--- config.mk ---
export PLATFORM = sky130hd
export DESIGN_NAME = l2_writeback_buffer
export DESIGN_NICKNAME = d
export VERILOG_FILES = /design/src/rtl/lc3b_types.sv /design/src/rtl/comparator.sv /design/src/rtl/l2_writeback_buffer_control.sv /design/src/rtl/mux2.sv /design/src/rtl/l2_writeback_buffer.sv
export SDC_FILE = /design/constraint.sdc
export NUM_CORES = 1
export LEC_CHECK = 0
export CORE_AREA = 2 2 217 219
export CTS_BUF_LIST = sky130_fd_sc_hd__clkbuf_4 sky130_fd_sc_hd__clkbuf_8
export CTS_CLUSTER_SIZE = 8
export DETAILED_ROUTE_END_ITERATION = 10
export DIE_AREA = 0 0 219 221
export PLACE_DENSITY_LB_ADDON = 0.2
export SLEW_MARGIN = 10
export SYNTH_ARGS = -nofsm -noshare
export SYNTH_HDL_FRONTEND = slang
export SYNTH_SLANG_ARGS = --single-unit
--- constraint.sdc ---
create_clock -name clk -period 2.85 [get_ports clk]
set_clock_uncertainty 0.1 [all_clocks]
set_input_delay 0.4275 -clock clk [delete_from_list [all_inputs] [get_ports clk]]
set_output_delay 0.4275 -clock clk [all_outputs]
set_load 0.05 [all_outputs]
--- src/rtl/lc3b_types.sv ---
// rtl/lc3b_types.sv - shared LC-3b word/line types and write-back buffer state encoding
package lc3b_types;

  typedef logic [15:0]  lc3b_word;
  typedef logic [127:0] lc3b_line;
  typedef logic [11:0]  lc3b_line_tag;

  typedef enum logic [1:0] {
    WB_IDLE  = 2'd0,
    WB_FILL  = 2'd1,
    WB_DRAIN = 2'd2,
    WB_RESP  = 2'd3
  } wb_state_t;

endpackage

--- src/rtl/comparator.sv ---
// rtl/comparator.sv - equality comparator
module comparator #(
  parameter int WIDTH = 12
) (
  input  logic [WIDTH-1:0] a,
  input  logic [WIDTH-1:0] b,
  output logic             eq
);

  assign eq = (a == b);

endmodule

--- src/rtl/l2_writeback_buffer_control.sv ---
// rtl/l2_writeback_buffer_control.sv - victim buffer FSM: Moore strobes and datapath load enables
module l2_writeback_buffer_control
  import lc3b_types::*;
(
  input  logic clk,
  input  logic rst,
  input  logic i_mem_read,
  input  logic i_mem_write,
  input  logic i_buf_valid,
  input  logic i_match,
  input  logic i_pmem_resp,
  output logic o_mem_resp,
  output logic o_pmem_read,
  output logic o_pmem_write,
  output logic o_load_buf,
  output logic o_load_rdata,
  output logic o_rdata_sel,
  output logic o_clear_valid
);

  wb_state_t r_state;
  wb_state_t w_next;
  logic      r_mem_resp;
  logic      r_pmem_read;
  logic      r_pmem_write;

  // Read takes priority over write, so a simultaneous read+write behaves as a read.
  always_comb begin
    w_next        = r_state;
    o_load_buf    = 1'b0;
    o_load_rdata  = 1'b0;
    o_rdata_sel   = 1'b0;
    o_clear_valid = 1'b0;
    unique case (r_state)
      WB_IDLE: begin
        if (i_mem_read && i_match) begin
          o_load_rdata = 1'b1;
          w_next       = WB_RESP;
        end else if (i_mem_read) begin
          w_next = WB_FILL;
        end else if (i_mem_write && (!i_buf_valid || i_match)) begin
          o_load_buf = 1'b1;
          w_next     = WB_RESP;
        end else if (i_mem_write || i_buf_valid) begin
          w_next = WB_DRAIN;
        end
      end
      WB_FILL: begin
        if (i_pmem_resp) begin
          o_load_rdata = 1'b1;
          o_rdata_sel  = 1'b1;
          w_next       = WB_RESP;
        end
      end
      WB_DRAIN: begin
        if (i_pmem_resp) begin
          o_clear_valid = 1'b1;
          w_next        = WB_IDLE;
        end
      end
      WB_RESP: w_next = WB_IDLE;
      default: w_next = WB_IDLE;
    endcase
  end

  always_ff @(posedge clk) begin
    if (rst) begin
      r_state      <= WB_IDLE;
      r_mem_resp   <= 1'b0;
      r_pmem_read  <= 1'b0;
      r_pmem_write <= 1'b0;
    end else begin
      r_state      <= w_next;
      r_mem_resp   <= (w_next == WB_RESP);
      r_pmem_read  <= (w_next == WB_FILL);
      r_pmem_write <= (w_next == WB_DRAIN);
    end
  end

  assign o_mem_resp   = r_mem_resp;
  assign o_pmem_read  = r_pmem_read;
  assign o_pmem_write = r_pmem_write;

endmodule

--- src/rtl/mux2.sv ---
// rtl/mux2.sv - two-input multiplexer, sel=1 picks b
module mux2 #(
  parameter int WIDTH = 128
) (
  input  logic             sel,
  input  logic [WIDTH-1:0] a,
  input  logic [WIDTH-1:0] b,
  output logic [WIDTH-1:0] f
);

  assign f = sel ? b : a;

endmodule

--- src/rtl/l2_writeback_buffer.sv ---
// rtl/l2_writeback_buffer.sv - single-entry L2 victim buffer: datapath registers, tag match, control
module l2_writeback_buffer
  import lc3b_types::*;
(
  input  logic      clk,
  input  logic      rst,
  input  logic      mem_read,
  input  logic      mem_write,
  input  lc3b_word  mem_address,
  input  lc3b_line  mem_wdata,
  output lc3b_line  mem_rdata,
  output logic      mem_resp,
  output logic      pmem_read,
  output logic      pmem_write,
  output lc3b_word  pmem_address,
  output lc3b_line  pmem_wdata,
  input  lc3b_line  pmem_rdata,
  input  logic      pmem_resp,
  output logic      buf_valid
);

  logic         r_buf_valid;
  lc3b_line_tag r_buf_tag;
  lc3b_line     r_buf_data;
  lc3b_line     r_mem_rdata;

  logic         w_tag_eq;
  logic         w_match;
  logic         w_load_buf;
  logic         w_load_rdata;
  logic         w_rdata_sel;
  logic         w_clear_valid;
  lc3b_line     w_rdata_next;
  logic         w_unused;

  assign w_unused = ^mem_address[3:0];

  comparator #(.WIDTH(12)) u_tag_cmp (
    .a  (mem_address[15:4]),
    .b  (r_buf_tag),
    .eq (w_tag_eq)
  );

  assign w_match = r_buf_valid && w_tag_eq;

  mux2 #(.WIDTH(128)) u_rdata_mux (
    .sel (w_rdata_sel),
    .a   (r_buf_data),
    .b   (pmem_rdata),
    .f   (w_rdata_next)
  );

  l2_writeback_buffer_control u_ctrl (
    .clk           (clk),
    .rst           (rst),
    .i_mem_read    (mem_read),
    .i_mem_write   (mem_write),
    .i_buf_valid   (r_buf_valid),
    .i_match       (w_match),
    .i_pmem_resp   (pmem_resp),
    .o_mem_resp    (mem_resp),
    .o_pmem_read   (pmem_read),
    .o_pmem_write  (pmem_write),
    .o_load_buf    (w_load_buf),
    .o_load_rdata  (w_load_rdata),
    .o_rdata_sel   (w_rdata_sel),
    .o_clear_valid (w_clear_valid)
  );

  always_ff @(posedge clk) begin
    if (rst) begin
      r_buf_valid <= 1'b0;
      r_buf_tag   <= '0;
      r_buf_data  <= '0;
      r_mem_rdata <= '0;
    end else begin
      if (w_load_buf) begin
        r_buf_valid <= 1'b1;
        r_buf_tag   <= mem_address[15:4];
        r_buf_data  <= mem_wdata;
      end else if (w_clear_valid) begin
        r_buf_valid <= 1'b0;
      end
      if (w_load_rdata) begin
        r_mem_rdata <= w_rdata_next;
      end
    end
  end

  // The L2 holds mem_address for the whole fill, so the fill address can be taken combinationally.
  always_comb begin
    pmem_address = '0;
    if (pmem_read) begin
      pmem_address = {mem_address[15:4], 4'h0};
    end else if (pmem_write) begin
      pmem_address = {r_buf_tag, 4'h0};
    end
  end

  assign pmem_wdata = r_buf_data;
  assign mem_rdata  = r_mem_rdata;
  assign buf_valid  = r_buf_valid;

endmodule

## Word level (Yosys, flattened, before mapping)

Cells that the tools add are included.

| word-level totals | value |
|---|---|
| bits in registers | 274 |
| logic and storage cells | 44 |
| output and inout bits | 276 |
| input port bits | 277 |

| cells by class | value |
|---|---|
| equal/unequal tests | 7 |
| reduce and logical (&&, ||, !) cells | 8 |
| multiplexer cells | 21 |

Operators with widths:

| cell | count |
|---|---|
| $mux 128 | 1 |
| $mux 16 | 2 |
| $eq 12x12->1 | 1 |
| $mux 2 | 6 |
| $mux 1 | 10 |
| $eq 2x2->1 const B | 4 |
| $pmux 2 s4 | 1 |
| $eq 2x1->1 const B | 2 |
| $logic_and 1x1->1 | 3 |
| $logic_not 2->1 | 1 |
| $logic_or 1x1->1 | 2 |
| $pmux 1 s2 | 1 |
| $reduce_bool 2->1 | 1 |
| $logic_not 1->1 | 1 |

## Longest topological paths before layout

| logic depth | value |
|---|---|
| word-level depth | 9 |
| gate-level depth with buffers | 8 |
| mapped depth without buffers | 5 |

## Modules after synthesis

A second synthesis with hierarchy kept.

| unflattened totals | value |
|---|---|
| cell total of the unflattened synthesis | 1099 |
| area, all modules | 11776.3 um2 |

By module, submodules not included:

| module | area each (um2) | cells each | instances |
|---|---|---|---|
| l2_writeback_buffer | 9768.1 | 913 | 1 |
| mux2 | 1619.1 | 142 | 1 |
| l2_writeback_buffer_control | 255.2 | 28 | 1 |
| comparator | 133.9 | 16 | 1 |

## Least setup slack after synthesis

OpenSTA, ideal clock, no wires.

| path | value |
|---|---|
| path type | flip-flop to output port |
| start point | register u_ctrl.r_pmem_write (netlist: u_ctrl.o_pmem_write) |
| end point | output port pmem_address[10] |
| slack | 0.194 ns |
| cell stages (with the launch flop) | 4 |
| data arrival time | 2.129 ns |
| buffers on the path | 1 |
| cell sequence | dfxtp_1 > clkbuf_1 > nand2_1 > o21ai_0 |

| on the way | value |
|---|---|
| longest elaborated chain between the ends | 2 |

Ends and longest elaborated chain:

| what | line | RTL |
|---|---|---|
| start, declared | l2_writeback_buffer_control.sv:25 | `logic r_pmem_write;` |
| start signal, assigned | l2_writeback_buffer_control.sv:76 | `r_pmem_write <= (w_next == WB_DRAIN);` |
| $mux 16 | l2_writeback_buffer.sv:95 | `end else if (pmem_write) begin` |
| $mux 16 | l2_writeback_buffer.sv:93 | `if (pmem_read) begin` |
| end, declared | l2_writeback_buffer.sv:15 | `output lc3b_word pmem_address,` |

No other way between the ends.

## Worst setup path in the final report

| path | value |
|---|---|
| start point | register u_ctrl.r_pmem_read (netlist: u_ctrl.o_pmem_read) |
| end point | output port pmem_address[8] |

| on the way | value |
|---|---|
| longest elaborated chain between the ends | 1 |

Ends and longest elaborated chain:

| what | line | RTL |
|---|---|---|
| start, declared | l2_writeback_buffer_control.sv:24 | `logic r_pmem_read;` |
| start signal, assigned | l2_writeback_buffer_control.sv:75 | `r_pmem_read <= (w_next == WB_FILL);` |
| $mux 16 | l2_writeback_buffer.sv:93 |  |

No other way between the ends.

==> metrics.yaml <==
ys_seq_area_share_pct: 42.3
grt_pass1_wl_um: 75000
rsz0062_at_grt: "false"
dp_hpwl_um: 34200
max_cap_viol_count: 0
synth_area_leader_cell: "dfxtp_1"
critPathMaxFanout: 12
num-nets-final: 2219
cts-root-buf: "clkbuf_8"
track_usage_pct: 19.7
pwr-share-comb_pct: 26.2
status: "finished clean"
setup_ws_ns: 0.323
antenna_left: 0
peakVddDrop_mv: 0.309
async_reset_ff_share_pct: 0
drt-total-wl_um: 49500
post-route-min-period_ns: 2.53
start_kind: "register"
tritoncts: "yes"
fin_area_um2: 20000
arrival_ns: 2.00
die-area_um2: 48400
p_seq_share_pct: 38.3
intPower_mw: 7.45
end_kind: "primary output"
synth.most_common_cell: "nand2b_1"
io_pins: 553
htree_num_levels: 2
antenna_found_initial: 10
min_path_type: "input port to register"
die_x_um: 219
synth.top_cells.by_count: "282 x nand2b_1, 274 x dfxtp_1, 140 x mux2i_1, 135 x nor2_1, 129 x nand3_1"
final.setup.tns_ns: 0
powerDensity_nw_per_um2: 558
fmax_mhz: 396
synth_area_leaders: "dfxtp_1 42%, nand2b_1 14%, mux2i_1 11%, a311oi_1 8.6%, nand3_1 5.0%"
start_util_pct: 28.2
first_iter_violations: 728
netSwitchingFraction_pct: 33.3
clkSlewWorstSetupHoldPaths_ns: 0.06
fin_util_pct: 43.4
cts_buffers: 50
avgSynthCellArea_um2: 9.00
core_area_um2: 46100
vias_per_cell: 4.85
dpl_cell_area_um2: 18900
port_buffers: 544
fp.dieH_um: 221
clock_path_buffers: 3
synthCells: 1442
power_frac_clock_pct: 35.5
hold_buffers: 0
firstDrtPassIters: 5
drcViolationCount: 0
holdWs_ns: 0.162
routed-via-count: 12601
wl_per_cell_um: 19.1
grt_max_degree: 129
overflow: 0
finalSetupViolCount: 0
pre_cts_slack_ns: -0.0774
synthToLayoutAreaGrowth_pct: 54.0
cts_sinks: 274
netlist_area_um2: 13000
worst-setup-path-type: "register to primary output"
ys_seq_elements: 274
worstMarginPinSlew_ns: 0.715
power.leakage_nw: 6.81
hold_violations: 0
grt_pass1_vias: 12554
maxSlewHeadroom_pct: 52.3
finalWeightedCongestion: 0.818
final_layout_size_suffix_gt1_share_pct: 8.33
required_ns: 2.32
power.switching_mw: 3.71
report.final.slew_viol_count: 0
num_rows: 79
synth-edff-count: 0
num-fill-cells: 4660
fin_crit_sh_pct: 88.7
clock_latency_ns: 0.63
ys_types: 33
synth_top_flop_cell: "dfxtp_1"
synth_top_area_share_pct: 42.3
yosysWarningCount: 0
-- flip-flops by register name (all words and copies together), names as in the netlist --
signal,count
buf_valid,1
u_ctrl.r_state,2
u_ctrl.o_pmem_read,1
u_ctrl.o_pmem_write,1
mem_rdata,128
r_buf_tag,12
u_ctrl.o_mem_resp,1
pmem_wdata,128
-- what timing repair did --
item,4_1_cts,5_1_grt
buffers inserted,0,0
resized for setup,1,1
setup endpoints to repair,1,1
-- cell usage in the layout, fill, tap and decap left out, types with 22 or more instances in the layout --
cell,instances
nand2b_1,282
buf_4,41
a311oi_1,128
o21ai_1,120
buf_12,24
dfxtp_1,274
o21ai_0,22
clkbuf_4,23
nand2_1,26
nand3_1,129
nor2_1,134
mux2i_1,140
clkdlybuf4s50_1,530
clkbuf_8,60
-- metrics by stage --
step,instances,power [mW]
2_1_floorplan,1445,6.05
3_3_place_gp,2497,7.27
3_5_place_dp,2497,7.30
4_1_cts,2588,11.3
5_1_grt,2594,11.6
6_report,2596,11.2
-- area by class of cell --
cell class,instances,area [µm²],share of cell area (%)
antenna,8,20.0,0.100
sequential,274,5490,27.4
inverter,1,3.75,0.0188
tap,607,759,3.80
multi-input combinational,1017,6550,32.7
clock inverter,8,50.0,0.250
clock buffer,83,998,4.99
timing repair buffer,598,6130,30.7
-- critical path, cell delays in order (launching register included) --
cell and delay, ns:
dfxtp_1 0.58, nand2_1 0.09, o21ai_0 0.13, dlygate4sd2_1 0.58
-- worst paths after layout --
check | start | to | slack, ns | depth (start not counted)
worst max-delay path | u_ctrl.o_pmem_read | pmem_address[8] | 0.32 | 3
worst min-delay path | rst | u_ctrl.r_state[0] | 0.16 | 2
worst max register to register | r_buf_tag[1] | mem_rdata[75] | 0.50 | 7
worst min register to register | pmem_wdata[58] | pmem_wdata[58] | 0.39 | 2
-- kinds of logic after synthesis --
group           count (synthesis)  share of synthesized area (%)
mux                           140                           10.8
buf+inv                       154                           7.51
other cells                     1                         0.0289
xor+xnor                       12                          0.925
compound gates                274                           14.3
simple gates                  587                           24.2
flops                         274                           42.3
-- power by group through the flow --
stage                     sequential, mW  clock (mW)  combinational, mW
after floorplan                     5.15           0              0.903
after global placement              4.34           0               2.93
after detailed placement            4.35           0               2.95
after CTS                           4.27        4.09               2.95
after global routing                4.30        4.25               3.08
final                               4.27        3.96               2.93
-- layer usage --
metal / vias up / track usage, % / part of all wire, % / routed length (µm)
li1: 6071 / - / - / -
met1: 5976 / 23.8 / 41 / 20500
met2: 451 / 32.2 / 47 / 23200
met3: 99 / 6.19 / 8.3 / 4100
met4: 4 / 8.04 / 3.4 / 1690
met5: - / 0 / 0.055 / 27
Power figures use the tool's default switching activity.
